File: config.mk
export PLATFORM = sky130hd
export DESIGN_NAME = dds_config_sequencer
export DESIGN_NICKNAME = d
export VERILOG_FILES = /design/src/rtl/dds_cfg_pkg.sv /design/src/rtl/dds_config_sequencer_spi_shifter.sv /design/src/rtl/dds_config_sequencer.sv
export SDC_FILE = /design/constraint.sdc
export NUM_CORES = 1
export LEC_CHECK = 0
export ABC_CLOCK_PERIOD_IN_PS = 8100
export CAP_MARGIN = 10
export CORE_AREA = 2 2 91 93
export DETAILED_ROUTE_END_ITERATION = 7
export DIE_AREA = 0 0 93 95
export PLACE_DENSITY = 0.83
export SETUP_SLACK_MARGIN = 0.2
export SLEW_MARGIN = 20
export SYNTH_ARGS = -nofsm -noshare
export SYNTH_HDL_FRONTEND = slang
export SYNTH_HIERARCHICAL = 1
export SYNTH_SLANG_ARGS = --single-unit
export TNS_END_PERCENT = 5
File: constraint.sdc
create_clock -name SYS_CLK -period 8.1 [get_ports SYS_CLK]
set_clock_uncertainty 0.1 [all_clocks]
set_input_delay 1.62 -clock SYS_CLK [delete_from_list [all_inputs] [get_ports SYS_CLK]]
set_output_delay 1.62 -clock SYS_CLK [all_outputs]
set_load 0.05 [all_outputs]
File: src/rtl/dds_cfg_pkg.sv
// Shared types and constants for the DDS configuration sequencer.
package dds_cfg_pkg;

    typedef enum logic [2:0] {
        IDLE  = 3'd0,
        LOAD  = 3'd1,
        SHIFT = 3'd2,
        GAP   = 3'd3,
        DONE  = 3'd4
    } state_t;

    // Serial word width on the DDS bus; the device only accepts 16-bit words.
    localparam int WORD_W    = 16;
    localparam int NUM_WORDS = 5;

    // Fixed transmit order of the configuration words.
    localparam logic [2:0] W_CTRL     = 3'd0;
    localparam logic [2:0] W_FREQ_LSB = 3'd1;
    localparam logic [2:0] W_FREQ_MSB = 3'd2;
    localparam logic [2:0] W_PHASE    = 3'd3;
    localparam logic [2:0] W_EXIT     = 3'd4;

    // The control byte occupies word0[15:8]; its bit 0 lands on the device RESET bit.
    localparam int DDS_RESET_BIT = 8;

endpackage

File: src/rtl/dds_config_sequencer_spi_shifter.sv
// Shifts one 16-bit word MSB-first onto the DDS 3-wire bus.
// A start pulse loads the word and drops FSYNC; word_done flags the last SYS_CLK
// cycle of bit 0's low phase so the caller can change state on the same edge
// that FSYNC returns high.
module dds_spi_shifter
    import dds_cfg_pkg::*;
#(
    parameter int CLK_DIV = 4
) (
    input  logic              SYS_CLK,
    input  logic              start_rst,
    input  logic              start,
    input  logic [WORD_W-1:0] word,
    output logic              fsync,
    output logic              sclk,
    output logic              sdata,
    output logic              word_done
);

    localparam int DIV_W = (CLK_DIV > 1) ? $clog2(CLK_DIV) : 1;
    localparam logic [DIV_W-1:0] DIV_LAST = DIV_W'(CLK_DIV - 1);
    localparam int BIT_W = $clog2(WORD_W);

    logic [DIV_W-1:0]  div_cnt;
    logic [BIT_W-1:0]  bit_cnt;
    logic [WORD_W-1:0] shreg;

    // FSYNC low means a word is in flight, so it doubles as the active flag.
    assign word_done = !fsync && !sclk && (bit_cnt == '0) && (div_cnt == DIV_LAST);

    // Half-period divider, bit counter and shift register; sdata changes only
    // at the start of a high phase so it is stable across the falling edge.
    always_ff @(posedge SYS_CLK or posedge start_rst) begin
        if (start_rst) begin
            fsync   <= 1'b1;
            sclk    <= 1'b1;
            sdata   <= 1'b0;
            div_cnt <= '0;
            bit_cnt <= '0;
            shreg   <= '0;
        end else if (start) begin
            fsync   <= 1'b0;
            sclk    <= 1'b1;
            sdata   <= word[WORD_W-1];
            div_cnt <= '0;
            bit_cnt <= BIT_W'(WORD_W - 1);
            shreg   <= word;
        end else if (!fsync) begin
            if (div_cnt == DIV_LAST) begin
                div_cnt <= '0;
                if (sclk) begin
                    sclk <= 1'b0;
                end else if (bit_cnt == '0) begin
                    fsync <= 1'b1;
                    sclk  <= 1'b1;
                    sdata <= 1'b0;
                end else begin
                    bit_cnt <= bit_cnt - 1'b1;
                    sclk    <= 1'b1;
                    sdata   <= shreg[WORD_W-2];
                    shreg   <= {shreg[WORD_W-2:0], 1'b0};
                end
            end else begin
                div_cnt <= div_cnt + 1'b1;
            end
        end
    end

endmodule

File: src/rtl/dds_config_sequencer.sv
// Sends the five DDS configuration words over the 3-wire bus on each rising
// edge of apply_async, using a snapshot taken at the start of the sequence.
module dds_config_sequencer
    import dds_cfg_pkg::*;
#(
    parameter int CLK_DIV    = 4,
    parameter int GAP_CYCLES = 2
) (
    input  logic        SYS_CLK,
    input  logic        start_rst,
    input  logic        apply_async,
    input  logic [7:0]  dds_control_reg,
    input  logic [15:0] dds_frequency_reg0_LSB,
    input  logic [15:0] dds_frequency_reg0_MSB,
    input  logic [15:0] dds_phase_reg0,
    input  logic [15:0] dds_exit_reset,
    output logic        dds_fsync,
    output logic        dds_sclk,
    output logic        dds_sdata,
    output logic        busy,
    output logic        done,
    output logic [2:0]  word_idx
);

    localparam int GAP_W = (GAP_CYCLES > 1) ? $clog2(GAP_CYCLES) : 1;
    localparam logic [GAP_W-1:0] GAP_LAST = GAP_W'(GAP_CYCLES - 1);
    localparam logic [2:0] LAST_WORD = 3'(NUM_WORDS - 1);

    logic              s1, s2, s2_d;
    logic              apply_pulse;
    state_t            state;
    logic              pending;
    logic [GAP_W-1:0]  gap_cnt;
    logic [WORD_W-1:0] shadow [NUM_WORDS];
    logic [WORD_W-1:0] ctrl_word;
    logic [WORD_W-1:0] shift_word;
    logic              shift_start;
    logic              word_done;

    assign ctrl_word   = {dds_control_reg, {DDS_RESET_BIT{1'b0}}};
    assign apply_pulse = s2 & ~s2_d;

    // Bring the apply level into SYS_CLK and detect its rising edge.
    // NOTE: sequential state uses non-blocking assignments so every flop samples pre-edge values.
    always_ff @(posedge SYS_CLK or posedge start_rst) begin
        if (start_rst) begin
            s1   <= 1'b0;
            s2   <= 1'b0;
            s2_d <= 1'b0;
        end else begin
            s1   <= apply_async;
            s2   <= s1;
            s2_d <= s2;
        end
    end

    // Capture all five words in LOAD so later register writes cannot tear a sequence.
    // NOTE: the shadow array has no reset; it is always written in LOAD before it is read.
    always_ff @(posedge SYS_CLK) begin
        if (state == LOAD) begin
            shadow[W_CTRL]     <= ctrl_word;
            shadow[W_FREQ_LSB] <= dds_frequency_reg0_LSB;
            shadow[W_FREQ_MSB] <= dds_frequency_reg0_MSB;
            shadow[W_PHASE]    <= dds_phase_reg0;
            shadow[W_EXIT]     <= dds_exit_reset;
        end
    end

    // Select the word to launch: word 0 goes out on the same edge the snapshot is
    // taken, so it comes straight from the inputs; later words come from the shadow.
    // NOTE: every output gets a default first so no latch is inferred.
    always_comb begin
        shift_word  = '0;
        shift_start = 1'b0;
        if (state == LOAD) begin
            shift_word  = ctrl_word;
            shift_start = 1'b1;
        end else if (state == GAP && gap_cnt == GAP_LAST && word_idx != LAST_WORD) begin
            shift_start = 1'b1;
            case (word_idx)
                W_CTRL:     shift_word = shadow[W_FREQ_LSB];
                W_FREQ_LSB: shift_word = shadow[W_FREQ_MSB];
                W_FREQ_MSB: shift_word = shadow[W_PHASE];
                default:    shift_word = shadow[W_EXIT];
            endcase
        end
    end

    // Sequence FSM with pending-apply tracking, gap timing and registered status.
    always_ff @(posedge SYS_CLK or posedge start_rst) begin
        if (start_rst) begin
            state    <= IDLE;
            pending  <= 1'b0;
            gap_cnt  <= '0;
            busy     <= 1'b0;
            done     <= 1'b0;
            word_idx <= '0;
        end else begin
            done <= 1'b0;
            if (apply_pulse && state != IDLE) begin
                pending <= 1'b1;
            end
            case (state)
                IDLE: begin
                    if (apply_pulse || pending) begin
                        state    <= LOAD;
                        pending  <= 1'b0;
                        busy     <= 1'b1;
                        word_idx <= W_CTRL;
                    end
                end
                LOAD: begin
                    state <= SHIFT;
                end
                SHIFT: begin
                    if (word_done) begin
                        state   <= GAP;
                        gap_cnt <= '0;
                    end
                end
                GAP: begin
                    if (gap_cnt == GAP_LAST) begin
                        if (word_idx != LAST_WORD) begin
                            word_idx <= word_idx + 3'd1;
                            state    <= SHIFT;
                        end else begin
                            state <= DONE;
                            done  <= 1'b1;
                        end
                    end else begin
                        gap_cnt <= gap_cnt + 1'b1;
                    end
                end
                DONE: begin
                    word_idx <= W_CTRL;
                    if (pending || apply_pulse) begin
                        state   <= LOAD;
                        pending <= 1'b0;
                    end else begin
                        state <= IDLE;
                        busy  <= 1'b0;
                    end
                end
                default: begin
                    state <= IDLE;
                    busy  <= 1'b0;
                end
            endcase
        end
    end

    dds_spi_shifter #(
        .CLK_DIV (CLK_DIV)
    ) u_shifter (
        .SYS_CLK   (SYS_CLK),
        .start_rst (start_rst),
        .start     (shift_start),
        .word      (shift_word),
        .fsync     (dds_fsync),
        .sclk      (dds_sclk),
        .sdata     (dds_sdata),
        .word_done (word_done)
    );

endmodule

==> results of run 1 <==
layout make-up:
type                    count  area (µm²)
clock buffers               9       123.9
clock inverters             7       87.58
fillers                   574        2646
inverters                  13       48.80
multi-input cells         183        1204
flip-flops and latches    101        2850
well taps                 105       131.4
repair buffers             84       835.8
cell usage in the layout (no fill, tap or decap), types with 2 or more instances in the layout:
| cell | count |
|---|---|
| inv_6 | 3 |
| nor2_1 | 25 |
| nor3b_4 | 2 |
| a2bb2oi_1 | 15 |
| nor3_1 | 12 |
| ha_1 | 6 |
| buf_4 | 2 |
| edfxtp_1 | 64 |
| nand2_1 | 11 |
| a222oi_1 | 16 |
| a31oi_1 | 18 |
| and3_1 | 2 |
| or3b_1 | 2 |
| mux2i_1 | 3 |
| clkdlybuf4s50_1 | 82 |
| a21oi_2 | 2 |
| a21oi_1 | 18 |
| o21ai_0 | 27 |
| dfrtp_1 | 35 |
| dfstp_2 | 2 |
| inv_1 | 13 |
| inv_8 | 2 |
| o21ai_2 | 2 |
| nand3_1 | 5 |
| clkbuf_8 | 9 |
cells by family (layout without fill, tap and decap cells):
logic type | Yosys count | after routing
compound gates | 107 | 107
fa+ha+maj | 7 | 7
buf+inv | 37 | 113
flops | 101 | 101
mux | 3 | 3
simple gates | 66 | 66
power by group:
| part | switching (mW) | internal, mW |
|---|---|---|
| logic | 0.327 | 0.230 |
| clock network | 0.183 | 0.151 |
| registers | 0.0681 | 0.628 |
| total | 0.577 | 1.01 |
state kept, by name, summed over array words and instances, names as in the netlist, 2 cells and up:
| signal | count |
|---|---|
| shadow | 64 |
| u_shifter/bit_cnt | 4 |
| state | 3 |
| word_idx | 3 |
| u_shifter/div_cnt | 2 |
| u_shifter/shreg | 15 |
stage by stage:
stage / hold slack [ns] / area, µm² / setup WS (ns) / power (mW) / utilization, %
final: 0.2611 / 5281 / 4.348 / 1.586 / 66.62
after global routing: 0.2780 / 5281 / 4.238 / 1.679 / 66.62
after CTS: 0.2636 / 5275 / 4.344 / 1.585 / 66.54
after global placement: 0.2366 / 5064 / 4.793 / 1.219 / 63.87
after floorplan: 0.2312 / 4240 / 3.871 / 1.131 / -
after detailed placement: 0.2403 / 5064 / 4.673 / 1.253 / 63.87
Yosys cell counts, drive strengths merged, types with 8 or more instances:
library cell  count  area (µm²)
a21oi            20       107.6
a222oi           16       160.2
a2bb2oi          15       131.4
a31oi            18       112.6
buf              16       126.4
clkbuf            8       30.03
dfrtp            35       875.8
edfxtp           64        1922
inv              13       48.80
nand2            11       41.29
nor2             26       97.59
nor3             13       76.33
o21ai            30       157.7
routing by layer:
| layer | vias to the layer above | GRT usage [%] |
|---|---|---|
| li1 | 1379 | - |
| met1 | 1409 | 28.12 |
| met2 | 146 | 33.57 |
| met3 | 11 | 5.507 |
| met4 | 0 | 6.005 |
| met5 | - | 0 |
path summary, 6_finish.rpt:
check / endpoint / startpoint / slack, ns
worst max-delay path: word_idx[2] / word_idx[2]$_DFFE_PP0P_ / 4.35
worst min-delay path: s2$_DFF_PP0_ / s1$_DFF_PP0_ / 0.26
worst max register to register: u_shifter/bit_cnt[1]$_DFFE_PP0P_ / word_idx[0]$_DFFE_PP0P_ / 4.61
worst min register to register: s2$_DFF_PP0_ / s1$_DFF_PP0_ / 0.26
max in group asynchronous: u_shifter/shreg[8]$_DFFE_PP0P_ / start_rst / 5.67
min in group asynchronous: s2_d$_DFF_PP0_ / start_rst / 1.50
==> flow_summary.ini, run 1 <==
[hold_path]
hold_path_class = flop to flop
hold_depth = 0

[worst_setup_path]
path_cells = clkdlybuf4s50_1
critPathKind = flop to output port
cp_data_arrival_time_ns = 2.03
cp_top_family = buffers and inverters
slowest_stage = clkdlybuf4s50_1
cp_data_required_time_ns = 6.38
worstPathBufferInverterCount = 1
slowest_delay_ns = 0.92
startpoint_type = flop
cp.depth = 1
worstSetupEndpointType = output port
worst-path-max-fanout = 21
reg2reg_depth = 8

[grt]
grt_pass1_wl_mm = 14.01
grt_max_degree = 73
grt_use_total_pct = 20.79
grt_pass1_vias = 2837
antenna_found_initial = 0
overflow = 0

[timing]
report.final.slew_viol_count = 0
hold_violations = 0
period_needed_ns = 3.752
setup-tns-final_ns = 0
max-slew-margin-rel_pct = 40.40
final-setup-viol-count = 0
tightest_slew_ns = 0.8931
rsz0062_at_grt = false
finalCritPeriodShare_pct = 46.32
max_freq_mhz = 266.5

[synthesis]
synth-simple-area-share_pct = 7.937
syn-num-nets = 402
yosys.area_share.adder_pct = 2.006
synth-async-reset-ratio_pct = 36.63
synth_compound_area_share_pct = 17.29
ys_warn_count = 6
yosysUniqueCellTypes = 42
synth_enable_flop_cells = 64
postSynthAreaPerCell_um2 = 13.21
seq_area_frac_synth_pct = 67.22
synthCells = 321
synthMuxAreaShare_pct = 0.7082
synth-xor-area-share_pct = 0
synthFlopType = edfxtp_1
synth-seq-cells = 101
synth_top_family_by_area = compound AO/OA/AOI/OAI gates
netlist_area_um2 = 4240

[detailed_routing]
viasPerCell = 5.867
drc = 1
drt-met1-wl_mm = 3.573
avgRoutedWirePerCell_um = 17.49
route.met2.wl_mm = 4.467
drt_iter0_drc = 288
dr_wl_met3_um = 615
dr.max_layer_used = met4
drtPass1Iterations = 8
postRouteAntennaNets = 0
wirelength_mm = 8.780
vias = 2945

[cts]
htree_num_levels = 3
cts.path.max_buffers = 2
clock_latency_ns = 0.36
cts_sinks = 101
cts_buffers = 9
cts_hold_buf = 0
root_buffer = clkbuf_8
path_clk_slew_ns = 0.10
cts-resized-gates = 0
tritoncts = built
cts_setup_buffers = 0

[placed_design]
portBuffers = 82
hpwl_mm = 6.044
place.gp.congestion = 0.7814
placed_cells_incl_taps = 486

[outcome]
violations = design-rule violations
status = finished with violations

[power_and_ir_drop]
leakagePower_nw = 1.930
vdd_drop_max_v = 0.0001859
power_per_cell_area_nw_per_um2 = 300.3

[layout]
stdcell_count = 502
drive_gt1_share_pct = 7.557
n_antenna_cell = 0
area_growth_pct = 24.55
fin_nets = 473

[floorplan]
die_area_um2 = 8835
start_util_pct = 53.49
die_w_um = 93
ios = 83
rows = 33
die_y_um = 95
coreArea_um2 = 7928

[run]
drv_cap = 0
Power figures use the tool's default switching activity.
==> run 2, diff against run 1 <==
- ABC_CLOCK_PERIOD_IN_PS: 8100 -> 3600
- CORE_AREA: 2 2 91 93 -> 2 2 95 97
- DIE_AREA: 0 0 93 95 -> 0 0 97 99
- PLACE_DENSITY: 0.83 -> 0.77
- clock period: 8.1 -> 3.6 ns (I/O delays scaled with it)
==> run 2 against run 1 <==
  * The run now ends clean
  * Core utilization down 5.0 points
  * Critical path depth increased by 7
  * Final cell count grew 1.2%
  * Sequential share of layout area grew 0.10 points
  * Hold slack improved by 0.0053 ns
  * Sequential cell count did not move
  * Via count is 0.17% lower
  * Critical path type is now flop to flop
==> flow_summary.ini, run 2 (synthesis results as in run 1) <==
[cts]
cts_hold_buf = 0
cts_setup_buffers = 0
htree_num_levels = 3
root_buffer = clkbuf_8
clock_latency_ns = 0.36
tritoncts = built
path_clk_slew_ns = 0.10
cts_sinks = 101
cts_buffers = 9
cts-resized-gates = 0
cts.path.max_buffers = 2

[floorplan]
ios = 83
die_area_um2 = 9603
die_w_um = 97
start_util_pct = 49.59
die_y_um = 99
rows = 34
coreArea_um2 = 8551

[worst_setup_path]
cp_data_arrival_time_ns = 2.96
r2r-end = u_shifter/bit_cnt[1]$_DFFE_PP0P_
worstSetupEndpointType = flop
r2r_start = word_idx[0]$_DFFE_PP0P_
critPathKind = flop to flop
worst-path-max-fanout = 21
cp_data_required_time_ns = 3.69
startpoint_type = flop
reg2reg_slack_ns = 0.73
reg2reg_depth = 8

[layout]
drive_gt1_share_pct = 8.000
area_growth_pct = 24.31
fin_nets = 476
filler_cell_count = 661
regMostFlops = shadow
top_regs = shadow x64, u_shifter/shreg x15, u_shifter/bit_cnt x4
final_common_cell = clkdlybuf4s50_1
layout_common_cells = clkdlybuf4s50_1, edfxtp_1, dfrtp_1, o21ai_0, nor2_1
n_antenna_cell = 0
layout.cell_area.non_filler_um2 = 5271
largest_register_ffs = 64

[detailed_routing]
viasPerCell = 5.787
avgRoutedWirePerCell_um = 16.54
postRouteAntennaNets = 0
drtPass1Iterations = 6
drt_iter0_drc = 285
drc = 0
wirelength_mm = 8.403
vias = 2940

[placed_design]
portBuffers = 82
dpl_cell_area_um2 = 5090
place.gp.congestion = 0.7440
hpwl_mm = 5.974

[hold_path]
hold_depth = 0
worstHoldStart = s1$_DFF_PP0_
hold_path_class = flop to flop
min_to = s2$_DFF_PP0_

[grt]
grt_use_total_pct = 18.49
overflow = 0
grt_pass1_vias = 2950
grt_pass1_wl_mm = 14.27
grt_max_degree = 33
antenna_found_initial = 0

[timing]
rsz0062_at_grt = false
max_freq_mhz = 348.2
max-slew-margin-rel_pct = 38.43
report.final.slew_viol_count = 0
tightest_slew_ns = 0.9226
hold_violations = 0
final-setup-viol-count = 0
period_needed_ns = 2.872
setup-tns-final_ns = 0
finalCritPeriodShare_pct = 79.78

[run]
drv_cap = 0

[power_and_ir_drop]
vdd_drop_max_v = 0.0002588
power_per_cell_area_nw_per_um2 = 655.0
leakagePower_nw = 1.927

[outcome]
status = completed
-- run 2: critical path, stage by stage, from the launching register on --
cell and delay, ns:
dfrtp_1 0.42, inv_1 0.12, ha_1 0.64, nand2_1 0.25
nand4_1 0.17, o21ai_1 0.08, buf_4 0.21, inv_1 0.46
o311ai_0 0.24
-- run 2: per-layer routing --
| metal | routed length, µm | share of wire (%) | up-vias | track usage (%) |
|---|---|---|---|---|
| met3 | 525 | 6.2 | 10 | 3.475 |
| met5 | 0 | 0 | - | 0 |
| met4 | 92 | 1.1 | 0 | 5.959 |
| met2 | 4168 | 50 | 125 | 29.81 |
| met1 | 3616 | 43 | 1418 | 25.70 |
| li1 | - | - | 1387 | - |
-- run 2: worst max path at each step --
stage,start,end,slack (ns),depth (start not counted)
floorplan,state[2]$_DFFE_PP0P_,u_shifter/shreg[13]$_DFFE_PP0P_,0.55,5
global placement,word_idx[0]$_DFFE_PP0P_,u_shifter/bit_cnt[1]$_DFFE_PP0P_,0.80,8
detailed placement,word_idx[0]$_DFFE_PP0P_,u_shifter/bit_cnt[1]$_DFFE_PP0P_,0.74,8
CTS,word_idx[0]$_DFFE_PP0P_,u_shifter/bit_cnt[1]$_DFFE_PP0P_,0.72,8
global route,word_idx[0]$_DFFE_PP0P_,u_shifter/bit_cnt[1]$_DFFE_PP0P_,0.40,8
finish,word_idx[0]$_DFFE_PP0P_,u_shifter/bit_cnt[1]$_DFFE_PP0P_,0.73,8
-- run 2: where the power goes --
| part | total, mW | internal, mW | switching, mW |
|---|---|---|---|
| Combinational | 1.23 | 0.520 | 0.708 |
| Clock | 0.667 | 0.266 | 0.402 |
| Sequential | 1.56 | 1.41 | 0.145 |
-- run 2: metrics by stage --
| step | util (%) | hold slack, ns | total power [mW] | std cells | setup slack [ns] |
|---|---|---|---|---|---|
| after floorplan | - | 0.2312 | 2.546 | 321 | 0.5526 |
| after global placement | 59.53 | 0.2359 | 2.766 | 492 | 0.8034 |
| after detailed placement | 59.53 | 0.2365 | 2.814 | 492 | 0.7366 |
| after CTS | 61.65 | 0.2600 | 3.472 | 508 | 0.7237 |
| after global routing | 61.65 | 0.2929 | 3.705 | 508 | 0.3985 |
| final | 61.65 | 0.2664 | 3.453 | 508 | 0.7278 |
-- run 2: cell type report --
class / instances / area, µm² / area share, %
Sequential cell: 101 / 2850 / 54.07
Multi-Input combinational cell: 183 / 1197 / 22.72
Timing Repair Buffer: 87 / 858.3 / 16.28
Tap cell: 108 / 135.1 / 2.563
Clock buffer: 10 / 127.6 / 2.421
Clock inverter: 6 / 53.80 / 1.021
Inverter: 13 / 48.80 / 0.9257
